==> src/rtl/crc_engine_if.sv <==
// Stream-side bundle for crc_engine: beat handshake plus frame result.
// master = beat source / result consumer, slave = the CRC engine.
interface crc_engine_if #(
    parameter int CRC_W  = 5,
    parameter int DATA_W = 8,
    parameter int LEN_W  = 16
);
    logic              in_valid;
    logic              in_ready;
    logic [DATA_W-1:0] data_in;
    logic              sof;
    logic              eof;
    logic [CRC_W-1:0]  exp_crc;
    logic [CRC_W-1:0]  crc_out;
    logic              crc_valid;
    logic              crc_ok;
    logic [LEN_W-1:0]  frame_len;
    logic              err_orphan;

    modport master (
        output in_valid, data_in, sof, eof, exp_crc,
        input  in_ready, crc_out, crc_valid, crc_ok,
        input  frame_len, err_orphan
    );

    modport slave (
        input  in_valid, data_in, sof, eof, exp_crc,
        output in_ready, crc_out, crc_valid, crc_ok,
        output frame_len, err_orphan
    );
endinterface

==> src/rtl/crc_engine.sv <==
// Frame-based CRC generator/checker, one DATA_W beat per clock (MSB first).
// Ports: ck, rst (async, active-high), bus (crc_engine_if.slave).
module crc_engine #(
    parameter int                CRC_W   = 5,
    parameter int                DATA_W  = 8,
    parameter logic [CRC_W-1:0]  POLY    = 'h05,
    parameter logic [CRC_W-1:0]  INIT    = '0,
    parameter logic [CRC_W-1:0]  XOR_OUT = '0,
    parameter int                LEN_W   = 16
) (
    input  logic          ck,
    input  logic          rst,
    crc_engine_if.slave   bus
);

    typedef enum logic [1:0] {
        IDLE = 2'd0,
        RUN  = 2'd1,
        DONE = 2'd2
    } state_t;

    state_t           state;
    logic [CRC_W-1:0] lfsr;
    logic [LEN_W-1:0] len;

    logic             acc;
    logic             fresh;
    logic [CRC_W-1:0] seed;
    logic [CRC_W-1:0] nxt;
    logic [CRC_W-1:0] fin;
    logic [LEN_W-1:0] nlen;

    // Whole beat folded into the register in one cycle, MSB first.
    function automatic logic [CRC_W-1:0] step(
        input logic [CRC_W-1:0]  s,
        input logic [DATA_W-1:0] d
    );
        logic [CRC_W-1:0] r;
        logic             fb;
        r = s;
        for (int i = DATA_W - 1; i >= 0; i--) begin
            fb = r[CRC_W-1] ^ d[i];
            r  = {r[CRC_W-2:0], 1'b0} ^ (fb ? POLY : '0);
        end
        return r;
    endfunction

    assign bus.in_ready = (state != DONE);
    assign acc          = bus.in_valid & bus.in_ready;

    // A sof beat restarts from INIT both in IDLE and as a mid-frame abort.
    assign fresh = (state == IDLE) | bus.sof;
    assign seed  = fresh ? INIT : lfsr;
    assign nxt   = step(seed, bus.data_in);
    assign fin   = nxt ^ XOR_OUT;

    always_comb begin
        nlen = len;
        if (fresh)
            nlen = LEN_W'(1);
        else if (len != '1)
            nlen = len + 1'b1;
    end

    always_ff @(posedge ck or posedge rst) begin
        if (rst) begin
            state          <= IDLE;
            lfsr           <= INIT;
            len            <= '0;
            bus.crc_out    <= '0;
            bus.crc_valid  <= 1'b0;
            bus.crc_ok     <= 1'b0;
            bus.frame_len  <= '0;
            bus.err_orphan <= 1'b0;
        end else begin
            bus.crc_valid <= 1'b0;
            unique case (state)
                IDLE, RUN: begin
                    if (acc) begin
                        if (state == IDLE && !bus.sof) begin
                            bus.err_orphan <= 1'b1;
                        end else begin
                            lfsr <= nxt;
                            len  <= nlen;
                            if (bus.eof) begin
                                bus.crc_out   <= fin;
                                bus.crc_ok    <= (fin == bus.exp_crc);
                                bus.frame_len <= nlen;
                                bus.crc_valid <= 1'b1;
                                state         <= DONE;
                            end else begin
                                state <= RUN;
                            end
                        end
                    end
                end
                DONE:    state <= IDLE;
                default: state <= IDLE;
            endcase
        end
    end

endmodule

==> src/flat_wrapper.sv <==
// flat-port wrapper written by rule: the top's interface ports become plain ports
module crc_engine_flat 
#(
    parameter int                CRC_W   = 5,
    parameter int                DATA_W  = 8,
    parameter logic [CRC_W-1:0]  POLY    = 'h05,
    parameter logic [CRC_W-1:0]  INIT    = '0,
    parameter logic [CRC_W-1:0]  XOR_OUT = '0,
    parameter int                LEN_W   = 16
)
  (ck, rst, bus_in_valid, bus_data_in, bus_sof, bus_eof, bus_exp_crc, bus_in_ready, bus_crc_out, bus_crc_valid, bus_crc_ok, bus_frame_len, bus_err_orphan);
  crc_engine_if #(.CRC_W(CRC_W), .DATA_W(DATA_W), .LEN_W(LEN_W)) bus_i ();
  input  logic ck;
  input  logic rst;
  input wire logic [$bits(bus_i.in_valid)-1:0] bus_in_valid;
  input wire logic [$bits(bus_i.data_in)-1:0] bus_data_in;
  input wire logic [$bits(bus_i.sof)-1:0] bus_sof;
  input wire logic [$bits(bus_i.eof)-1:0] bus_eof;
  input wire logic [$bits(bus_i.exp_crc)-1:0] bus_exp_crc;
  output wire logic [$bits(bus_i.in_ready)-1:0] bus_in_ready;
  output wire logic [$bits(bus_i.crc_out)-1:0] bus_crc_out;
  output wire logic [$bits(bus_i.crc_valid)-1:0] bus_crc_valid;
  output wire logic [$bits(bus_i.crc_ok)-1:0] bus_crc_ok;
  output wire logic [$bits(bus_i.frame_len)-1:0] bus_frame_len;
  output wire logic [$bits(bus_i.err_orphan)-1:0] bus_err_orphan;
  assign bus_i.in_valid = bus_in_valid;
  assign bus_i.data_in = bus_data_in;
  assign bus_i.sof = bus_sof;
  assign bus_i.eof = bus_eof;
  assign bus_i.exp_crc = bus_exp_crc;
  assign bus_in_ready = bus_i.in_ready;
  assign bus_crc_out = bus_i.crc_out;
  assign bus_crc_valid = bus_i.crc_valid;
  assign bus_crc_ok = bus_i.crc_ok;
  assign bus_frame_len = bus_i.frame_len;
  assign bus_err_orphan = bus_i.err_orphan;
  crc_engine #(.CRC_W(CRC_W), .DATA_W(DATA_W), .POLY(POLY), .INIT(INIT), .XOR_OUT(XOR_OUT), .LEN_W(LEN_W)) u_core (.ck(ck), .rst(rst), .bus(bus_i));
endmodule
==> config.mk <==
export PLATFORM = sky130hd
export DESIGN_NAME = crc_engine_flat
export DESIGN_NICKNAME = d
export VERILOG_FILES = /design/src/rtl/crc_engine_if.sv /design/src/rtl/crc_engine.sv /design/src/flat_wrapper.sv
export SDC_FILE = /design/constraint.sdc
export NUM_CORES = 1
export LEC_CHECK = 0
export CORE_ASPECT_RATIO = 1.4
export CORE_MARGIN = 2
export CORE_UTILIZATION = 55
export DETAILED_ROUTE_END_ITERATION = 16
export GPL_TIMING_DRIVEN = 0
export PLACE_DENSITY = 0.94
export SYNTH_ARGS = -nofsm -noshare
export SYNTH_HDL_FRONTEND = slang
export SYNTH_SLANG_ARGS = --single-unit
==> constraint.sdc <==
create_clock -name ck -period 3.25 [get_ports ck]
set_clock_uncertainty 0.15 [all_clocks]
set_input_delay 0.325 -clock ck [delete_from_list [all_inputs] [get_ports ck]]
set_output_delay 0.325 -clock ck [all_outputs]
set_load 0.03 [all_outputs]
==> results.toml <==
[final_layout]
final_cells = 373
nFillCells = 360
stdcell_area_um2 = 3153
area_delta_synth_final_pct = 23.83
finish.net_count = 329
final_util_pct = 70.08
final_layout_size_suffix_gt1_share_pct = 9.003
num_antenna_cells = 0

[route]
routedWlPerCell_um = 15.80
drt-initial-drc-count = 105
via_per_inst = 5.694
drt_wl_total_um = 5895
drc = 0
drtPass1Iterations = 4
drtAntennaViolNets = 0
vias = 2124

[cts]
htree_levels = 2
postCtsHoldBufs = 0
cts_setup_buffers = 0
path_clk_slew_ns = 0.08
cts_resized = 0
clk_latency_ns = 0.30
ctsRootBufferMaster = "clkbuf_8"
cts.sinks = 47
cts_max_path_buffers = 2
cts_inserted_buffers = 5
cts_tree = "done"

[global_route]
gr-total-overflow = 0
track_usage_pct = 24.73
antenna_found_initial = 0
grt_pass1_vias = 2171
grt_max_degree = 27
grt_pass1_wl_um = 9701

[timing]
max_slew_margin_pct = 50.56
period_share_pct = 77.58
fmax_mhz = 396.6
hold_viol = 0
setup_violations = 0
period_minus_slack_ns = 2.521
hold_ws_ns = 0.2084
worst_pin_slew_ns = 0.7348
fin_tns_setup_ns = 0
rsz0062_at_grt = "no"
fin_ws_ns = 0.7286
drv_slew = 0

[placed_design]
dp.final_hpwl_um = 4337
dpl_cell_area_um2 = 3064
place_congestion = 0.9204
pre_cts_slack_ns = 0.4304
dp.cells = 365
numPortBuffers = 42

[synthesis]
ys_seq_area_share_pct = 46.19
synth_cell_types = 40
synth_area_leader_cell = "dfrtp_1"
synth.top_cells.by_count = "dfrtp_1, nand2_1, o21ai_0, nor2_1, xnor2_1"
synth_top_area_share_pct = 46.19
synth_area_um2 = 2546
synth_enable_flop_cells = 0
async_flop_share_pct = 100.0
synth.most_common_cell = "dfrtp_1"
ys_ff_latch = 47
synth_warnings = 0
ys.flop_type = "dfrtp_1"
synthTopCellsByArea = "dfrtp_1, xnor2_1, o21ai_0, nand2_1, nor2_1"
syn_nets = 279
avgSynthCellArea_um2 = 9.793
syn_inst = 260

[floorplanning]
dieWidth_um = 61.51
core_um2 = 4499
die_h_um = 84.51
io_pins = 43
start_util_pct = 56.59
die-area_um2 = 5197
num_rows = 29

[setup_path]
worstSetupStartpointType = "input pin"
critPathTopFamily = "XOR/XNOR gates"
crit_chain = "clkdlybuf4s50_1 -> o21ba_1 -> buf_6 -> nand2_2 -> xor2_4 -> xnor3_1 -> or3_1 -> o31ai_1"
worstSetupPathType = "in -> reg"
arrival_ns = 2.58
cp.required_ns = 3.31
end_kind = "flop"
slowest_stage = "clkdlybuf4s50_1"
crit_fanout = 10
critical-path-max-stage-delay_ns = 0.48
cp_num_buf_inv = 2

[job]
drv_cap = 0

[min_path]
min_path_type = "in -> async"

[power]
power_mw = 1.655
ir_drop_uv = 284.3
p_leak_nw = 1.316
power_density_nw_per_um2 = 525.0

[status]
status = "finished clean"
==> sequential cells by signal, summed over array words and instances (netlist names) <==
signal,cells
u_core.bus.crc_valid,1
u_core.bus.crc_ok,1
u_core.bus.frame_len,16
u_core.len,16
u_core.bus.err_orphan,1
u_core.lfsr,5
u_core.state,2
u_core.bus.crc_out,5
==> metal layers <==
layer	vias to the layer above	wire, µm	GRT usage (%)	part of all wire [%]
met2	76	3089	42.11	52
li1	1014	-	-	-
met5	-	0	0	0
met1	1017	2222	29.68	38
met4	0	213	11.03	3.6
met3	17	370	3.698	6.3
==> worst paths after layout <==
kind,startpoint,end,slack (ns),cells past startpoint
max reg2reg,u_core.state[0],u_core.bus.crc_ok,0.82,7
min in group ck,u_core.bus.err_orphan,u_core.bus.err_orphan,0.33,1
min reg2reg,u_core.bus.err_orphan,u_core.bus.err_orphan,0.33,1
max,bus_sof,u_core.bus.crc_ok,0.73,8
max in group asynchronous,rst,u_core.lfsr[2],2.25,3
min,rst,u_core.bus.crc_valid,0.21,2
==> area by class of cell <==
type	count	area (µm²)	share of cell area, %
inverters	5	18.77	0.5952
well taps	62	77.57	2.460
repair buffers	43	440.4	13.97
clock buffers	5	68.82	2.183
clock inverters	3	20.02	0.6349
flip-flops and latches	47	1176	37.30
plain buffers	10	53.80	1.706
multi-input cells	198	1297	41.15
==> where the power goes <==
group	leakage [nW]	switching [mW]	internal, mW
combinational	0.655	0.309	0.273
clock	0.0402	0.197	0.150
sequential	0.621	0.0623	0.665
==> cells in the final DEF, fill, tap and decap left out, types with 2 or more instances in the layout <==
cell type and n:
and2_1 2, dfrtp_1 47, o31ai_1 5, clkdlybuf4s50_1 42, a31oi_1 5, nor2_1 26
mux2_2 5, o21ai_0 27, buf_6 2, clkbuf_1 7, nand4_1 5, a211oi_1 2
xnor3_1 3, xnor2_1 20, clkinvlp_4 2, xor2_1 8, and3_1 3, nand2_1 34
a31o_2 2, and4_1 3, or2_2 2, or3_1 2, a22o_1 7, clkbuf_8 5
a21oi_1 14, inv_1 4, nand3_1 7, xnor2_2 2
==> cell families after synthesis <==
group | count (synthesis) | synth area share (%)
AND/OR/NAND/NOR | 89 | 16.07
AO/OA/AOI/OAI | 67 | 16.22
flip-flops | 47 | 46.19
XOR/XNOR | 35 | 15.58
buffers and inverters | 15 | 2.850
multiplexers | 6 | 2.604
adder cells (fa/ha/maj) | 1 | 0.4913
Note: power is estimated with default switching activity, not from simulation.
